`src/rtl/mul_iter_q16_if.sv`:
```
// rtl/mul_iter_q16_if.sv - start/valid/busy compute handshake bundle for mul_iter_q16
interface mul_iter_q16_if #(
  parameter int WIDTH = 32
);
  logic             start;
  logic [WIDTH-1:0] a;
  logic [WIDTH-1:0] b;
  logic [WIDTH-1:0] result;
  logic             valid;
  logic             busy;
  logic             ovf;

  modport master (
    output start, a, b,
    input  result, valid, busy, ovf
  );

  modport slave (
    input  start, a, b,
    output result, valid, busy, ovf
  );
endinterface

```
`src/rtl/mul_iter_q16.sv`:
```
// rtl/mul_iter_q16.sv - iterative radix-2 signed Q-format multiplier with saturation
module mul_iter_q16 #(
  parameter int WIDTH = 32,
  parameter int FRAC  = 16
) (
  input  logic         clk,
  input  logic         reset,
  mul_iter_q16_if.slave bus
);

  localparam int CNT_W = (WIDTH > 1) ? $clog2(WIDTH) : 1;
  localparam int PW    = 2 * WIDTH + 1;

  // Saturation bounds expressed in the wide signed product domain.
  localparam logic signed [PW-1:0] MAX_Q = {{(WIDTH + 2){1'b0}}, {(WIDTH - 1){1'b1}}};
  localparam logic signed [PW-1:0] MIN_Q = {{(WIDTH + 2){1'b1}}, {(WIDTH - 1){1'b0}}};

  typedef enum logic [1:0] {
    S_IDLE = 2'd0,
    S_MUL  = 2'd1,
    S_NORM = 2'd2,
    S_DONE = 2'd3
  } state_t;

  state_t               state_q, state_d;
  logic [2*WIDTH-1:0]   mcand_q, mcand_d;
  logic [WIDTH-1:0]     mplier_q, mplier_d;
  logic [2*WIDTH-1:0]   acc_q, acc_d;
  logic                 sign_q, sign_d;
  logic [CNT_W-1:0]     cnt_q, cnt_d;
  logic [WIDTH-1:0]     result_q, result_d;
  logic                 ovf_q, ovf_d;
  logic                 valid_q, valid_d;
  logic                 busy_q, busy_d;

  logic [WIDTH-1:0]     mag_a, mag_b;
  logic signed [PW-1:0] prod_s, quo_s;

  // Operand magnitudes and signed normalisation of the unsigned accumulator.
  always_comb begin
    mag_a  = bus.a[WIDTH-1] ? (~bus.a + WIDTH'(1)) : bus.a;
    mag_b  = bus.b[WIDTH-1] ? (~bus.b + WIDTH'(1)) : bus.b;
    prod_s = signed'({1'b0, acc_q});
    if (sign_q) begin
      prod_s = -prod_s;
    end
    quo_s  = prod_s >>> FRAC;
  end

  // Next-state logic: accept, shift-add one multiplier bit per cycle, then saturate.
  always_comb begin
    state_d  = state_q;
    mcand_d  = mcand_q;
    mplier_d = mplier_q;
    acc_d    = acc_q;
    sign_d   = sign_q;
    cnt_d    = cnt_q;
    result_d = result_q;
    ovf_d    = ovf_q;
    valid_d  = 1'b0;
    busy_d   = busy_q;

    case (state_q)
      S_IDLE, S_DONE: begin
        if (bus.start) begin
          state_d  = S_MUL;
          busy_d   = 1'b1;
          mcand_d  = {{WIDTH{1'b0}}, mag_a};
          mplier_d = mag_b;
          acc_d    = '0;
          sign_d   = bus.a[WIDTH-1] ^ bus.b[WIDTH-1];
          cnt_d    = '0;
        end else begin
          state_d  = S_IDLE;
          busy_d   = 1'b0;
        end
      end
      S_MUL: begin
        if (mplier_q[0]) begin
          acc_d = acc_q + mcand_q;
        end
        mcand_d  = mcand_q << 1;
        mplier_d = mplier_q >> 1;
        cnt_d    = cnt_q + CNT_W'(1);
        if (cnt_q == CNT_W'(WIDTH - 1)) begin
          state_d = S_NORM;
        end
      end
      S_NORM: begin
        if (quo_s > MAX_Q) begin
          result_d = {1'b0, {(WIDTH - 1){1'b1}}};
          ovf_d    = 1'b1;
        end else if (quo_s < MIN_Q) begin
          result_d = {1'b1, {(WIDTH - 1){1'b0}}};
          ovf_d    = 1'b1;
        end else begin
          result_d = quo_s[WIDTH-1:0];
          ovf_d    = 1'b0;
        end
        valid_d = 1'b1;
        busy_d  = 1'b0;
        state_d = S_DONE;
      end
      default: begin
        state_d = S_IDLE;
        busy_d  = 1'b0;
      end
    endcase
  end

  // State and registered outputs; async reset aborts any op in flight.
  always_ff @(posedge clk or negedge reset) begin
    if (!reset) begin
      state_q  <= S_IDLE;
      mcand_q  <= '0;
      mplier_q <= '0;
      acc_q    <= '0;
      sign_q   <= 1'b0;
      cnt_q    <= '0;
      result_q <= '0;
      ovf_q    <= 1'b0;
      valid_q  <= 1'b0;
      busy_q   <= 1'b0;
    end else begin
      state_q  <= state_d;
      mcand_q  <= mcand_d;
      mplier_q <= mplier_d;
      acc_q    <= acc_d;
      sign_q   <= sign_d;
      cnt_q    <= cnt_d;
      result_q <= result_d;
      ovf_q    <= ovf_d;
      valid_q  <= valid_d;
      busy_q   <= busy_d;
    end
  end

  assign bus.result = result_q;
  assign bus.ovf    = ovf_q;
  assign bus.valid  = valid_q;
  assign bus.busy   = busy_q;

endmodule
```
`src/flat_wrapper.sv`:
```
// flat-port wrapper written by rule: the top's interface ports become plain ports
module mul_iter_q16_flat 
#(
  parameter int WIDTH = 32,
  parameter int FRAC  = 16
)
  (clk, reset, bus_start, bus_a, bus_b, bus_result, bus_valid, bus_busy, bus_ovf);
  mul_iter_q16_if #(.WIDTH(WIDTH)) bus_i ();
  input  logic clk;
  input  logic reset;
  input wire logic [$bits(bus_i.start)-1:0] bus_start;
  input wire logic [$bits(bus_i.a)-1:0] bus_a;
  input wire logic [$bits(bus_i.b)-1:0] bus_b;
  output wire logic [$bits(bus_i.result)-1:0] bus_result;
  output wire logic [$bits(bus_i.valid)-1:0] bus_valid;
  output wire logic [$bits(bus_i.busy)-1:0] bus_busy;
  output wire logic [$bits(bus_i.ovf)-1:0] bus_ovf;
  assign bus_i.start = bus_start;
  assign bus_i.a = bus_a;
  assign bus_i.b = bus_b;
  assign bus_result = bus_i.result;
  assign bus_valid = bus_i.valid;
  assign bus_busy = bus_i.busy;
  assign bus_ovf = bus_i.ovf;
  mul_iter_q16 #(.WIDTH(WIDTH), .FRAC(FRAC)) u_core (.clk(clk), .reset(reset), .bus(bus_i));
endmodule
```
`config.mk`:
```
export PLATFORM = sky130hd
export DESIGN_NAME = mul_iter_q16_flat
export DESIGN_NICKNAME = d
export VERILOG_FILES = /design/src/rtl/mul_iter_q16_if.sv /design/src/rtl/mul_iter_q16.sv /design/src/flat_wrapper.sv
export SDC_FILE = /design/constraint.sdc
export NUM_CORES = 1
export LEC_CHECK = 0
export BUFFER_PORTS_ARGS = -buffer_cell sky130_fd_sc_hd__buf_2
export CORE_ASPECT_RATIO = 0.5
export CORE_MARGIN = 8
export CORE_UTILIZATION = 62
export CTS_CLUSTER_SIZE = 40
export DETAILED_ROUTE_END_ITERATION = 6
export PLACE_DENSITY_LB_ADDON = 0.2
export SLEW_MARGIN = 20
export SYNTH_ARGS = -nofsm -noshare
export SYNTH_HDL_FRONTEND = slang
export SYNTH_SLANG_ARGS = --single-unit
```
`constraint.sdc`:
```
create_clock -name clk -period 4.5 [get_ports clk]
set_clock_uncertainty 0.15 [all_clocks]
set_input_delay 0.225 -clock clk [delete_from_list [all_inputs] [get_ports clk]]
set_output_delay 0.225 -clock clk [all_outputs]
set_load 0.01 [all_outputs]
```
==> results.md <==
- Status: finished, violations left
- Failing checks: design-rule violations
- Hold Crit Start: bus_b[3]
- First-pass GRT wire length: 70130 um
- Core ar.: 23870 um^2
- Clock root cell: clkbuf_16
- R2R cell count: 11
- Clk buf depth: 3
- Final hold viol count: 0
- Reg2reg setup slack: 0.21 ns
- Post-Syn Area per Cell: 8.225 um^2
- First-pass DRT Iterations: 7
- Critical path type: register to register
- Top Ports: 102
- Post-CTS Resized: 0
- Layout Utilization: 69.57%
- WHS: 0.01022 ns
- Post-Syn Area: 14990 um^2
- Dpl ws: 0.2244 ns
- Postcts setup bufs: 0
- Antenna-violating nets left: 0
- Die Span Y: 126.0 um
- Clock buffer count from CTS: 20
- Final setup fails: 0
- CP arrival: 4.58 ns
- Std cell rows: 40
- R2r endpoint: u_core.bus.result[1]
- Vias in the first global route: 13.71k
- FF+latch area: 5080 um^2
- Multi-input logic area: 9263 um^2
- Pwr Density: 838.0 nW/um^2
- Port bufs: 101
- Startpoint Class: register
- TritonCTS Sinks: 203
- Worst relative slew slack: 30.75%
- Final-stage net count: 2020
- Top cells by area, synth: dfrtp_1 (34%), nand2_1 (7.2%), xor2_1 (6.4%)
- Setup TNS: 0 ns
- Final min period: 4.291 ns
- Cell taking the most area after synthesis: dfrtp_1
- DR vias: 14.02k
- Yosys cell types: 84
- Largest net degree at the start of global routing: 116
- Final WL: 42840 um
- Initial DRC count: 1178
- FFs w/ async S/R, synth: 100.0%
- GR peak layer: met2
- Sequential fraction of the synthesis area: 33.88%
- Yosys warns: 0
- M2 GR Usage: 49.39%
- Fillers: 1937
- Cell count after synthesis: 1823
- Initial Utilization: 62.81%
- Wire length per cell: 19.40 um
- Crit Reg-Reg Startpoint: u_core.acc_q[33]
- Clk slew on worst S/H paths: 0.07 ns
- Yosys top cell area share: 33.88%
- Antenna violations before repair: 0
- GRT Total Usage: 28.06%
- Fmax: 233.0 MHz
- Worst skew pair latency: 0.53 ns
- H-tree Lvls: 1
- Worst Max-Slew Pin Slew: 1.039 ns
- Hold_buf cts: 19
- WHS Path Cells: 5
- Chip width: 235.9 um
- Antenna diode count: 0
- Post-synth EDFFs: 0
- Synthesized flop and latch total: 203
- Critical-path maximum fanout: 17
- TritonCTS clock tree: yes
- Setup WS post-layout: 0.2085 ns
- DP HPWL: 31440 um
- Syn nets: 1961
- Crit end category: register
- Final GP Congestion: 0.9922
- Met1 Usage GRT: 35.58%
- Die area: 29720 um^2
- GR Layer Usage met3: 4.158%
- Vias per inst: 6.347
- Cell with the most instances after synthesis: nand2_1
- Leakage: 7.815 nW
- Worst EP required: 4.79 ns
- Share of layout cells above drive strength 1: 11.62%
- Period utilization: 95.37%
- Ys flop type: dfrtp_1
- Worst vdd ir: 608.2 uV
- # DRC: 8
- Slew Limit Fails: 0
- Most frequent cells after synthesis: nand2_1 (287), dfrtp_1 (203), o21ai_0 (168)
- Hold crit path type: input pin to register
- RSZ-0062 raised after global routing: false
- Max-Cap Viols: 0
- WHS Endpoint: u_core.mplier_q[3]
- Area growth syn-to-layout: 10.76%
- GR Overflow Total: 0
[registers in the layout, summed over array words and instances, names as in the netlist]
signal / count
u_core.acc_q: 64
u_core.mcand_q: 64
u_core.bus.result: 32
u_core.mplier_q: 32
u_core.cnt_q: 5
u_core.state_q: 2
u_core.bus.busy: 1
u_core.bus.ovf: 1
u_core.bus.valid: 1
u_core.sign_q: 1
[metal layers]
layer | part of all wire, % | vias up
met4 | 2.6 | 0
met2 | 50 | 411
li1 | - | 6701
met1 | 43 | 6819
met3 | 4.7 | 84
met5 | 0 | -
[cells by family (layout without fill, tap and decap cells)]
| logic type | after synthesis | after routing | synth area share, % |
|---|---|---|---|
| AO/OA/AOI/OAI | 553 | 553 | 24.91 |
| XOR/XNOR | 153 | 153 | 8.937 |
| adder cells (fa/ha/maj) | 71 | 71 | 5.975 |
| buffers and inverters | 180 | 250 | 4.748 |
| flip-flops | 203 | 203 | 33.88 |
| multiplexers | 19 | 19 | 1.268 |
| AND/OR/NAND/NOR | 644 | 644 | 20.29 |
[metrics by stage]
stage	area, um^2	cells	total power, mW
after global routing	16610	2208	14.94
final	16610	2208	13.92
after CTS	16610	2208	13.87
after detailed placement	15760	2156	12.07
after floorplan	14990	1823	9.803
after global placement	15760	2156	11.74
[worst max-delay path by stage]
stage	end	slack, ns	depth (start not counted)	startpoint
after detailed placement	u_core.bus.result[3]	0.22	11	u_core.acc_q[33]
final	u_core.bus.result[1]	0.21	11	u_core.acc_q[33]
after global placement	u_core.bus.result[0]	0.35	11	u_core.acc_q[33]
after floorplan	u_core.bus.ovf	0.85	11	u_core.acc_q[32]
after CTS	u_core.bus.result[1]	0.21	11	u_core.acc_q[33]
after global routing	u_core.bus.result[6]	0.03	11	u_core.acc_q[33]
[power breakdown]
part	leakage (nW)	internal [mW]	total, mW	switching, mW
clock network	0.322	0.984	1.73	0.749
logic	4.85	3.46	9.25	5.79
registers	2.65	2.43	2.93	0.498
total	7.82	6.88	13.9	7.04
[layout by cell type (no fill, tap or decap), types with 9 or more instances in the layout]
cell type	count
or4_1	9
mux2i_1	19
clkbuf_16	20
o21bai_1	13
nand2b_1	12
or3_1	25
nand4_1	25
ha_1	68
buf_2	100
o41ai_1	12
xnor2_1	44
a21o_1	38
nor2_1	113
xor2_1	109
nor3_1	31
o31ai_1	32
nand2_1	287
buf_4	29
dfrtp_1	203
o221ai_2	30
dlygate4sd3_1	19
nand3_1	69
o21ai_0	167
a22o_1	9
a21oi_1	135
a211oi_1	12
a31oi_1	18
inv_1	65
nor4_1	15
and3_1	18
[worst max-delay path, cell delays in order (launching register included)]
cell and delay, ns:
dfrtp_1 0.43, or4_4 0.56, nor4_4 0.27, and4_4 0.32
nand4_4 0.12, or3_4 0.39, xnor2_1 0.13, o41a_1 0.40
a2111oi_2 0.41, a41oi_4 0.45, buf_4 0.38, o221ai_2 0.18
[cell type report]
class / count / area share (%)
clock buffer: 25 / 3.307
clock inverter: 8 / 0.6705
inverter: 66 / 1.492
multi-input combinational: 1440 / 55.77
sequential: 203 / 30.59
tap: 315 / 2.373
timing repair buffer: 151 / 5.794
(Power assumes the default switching activity.)
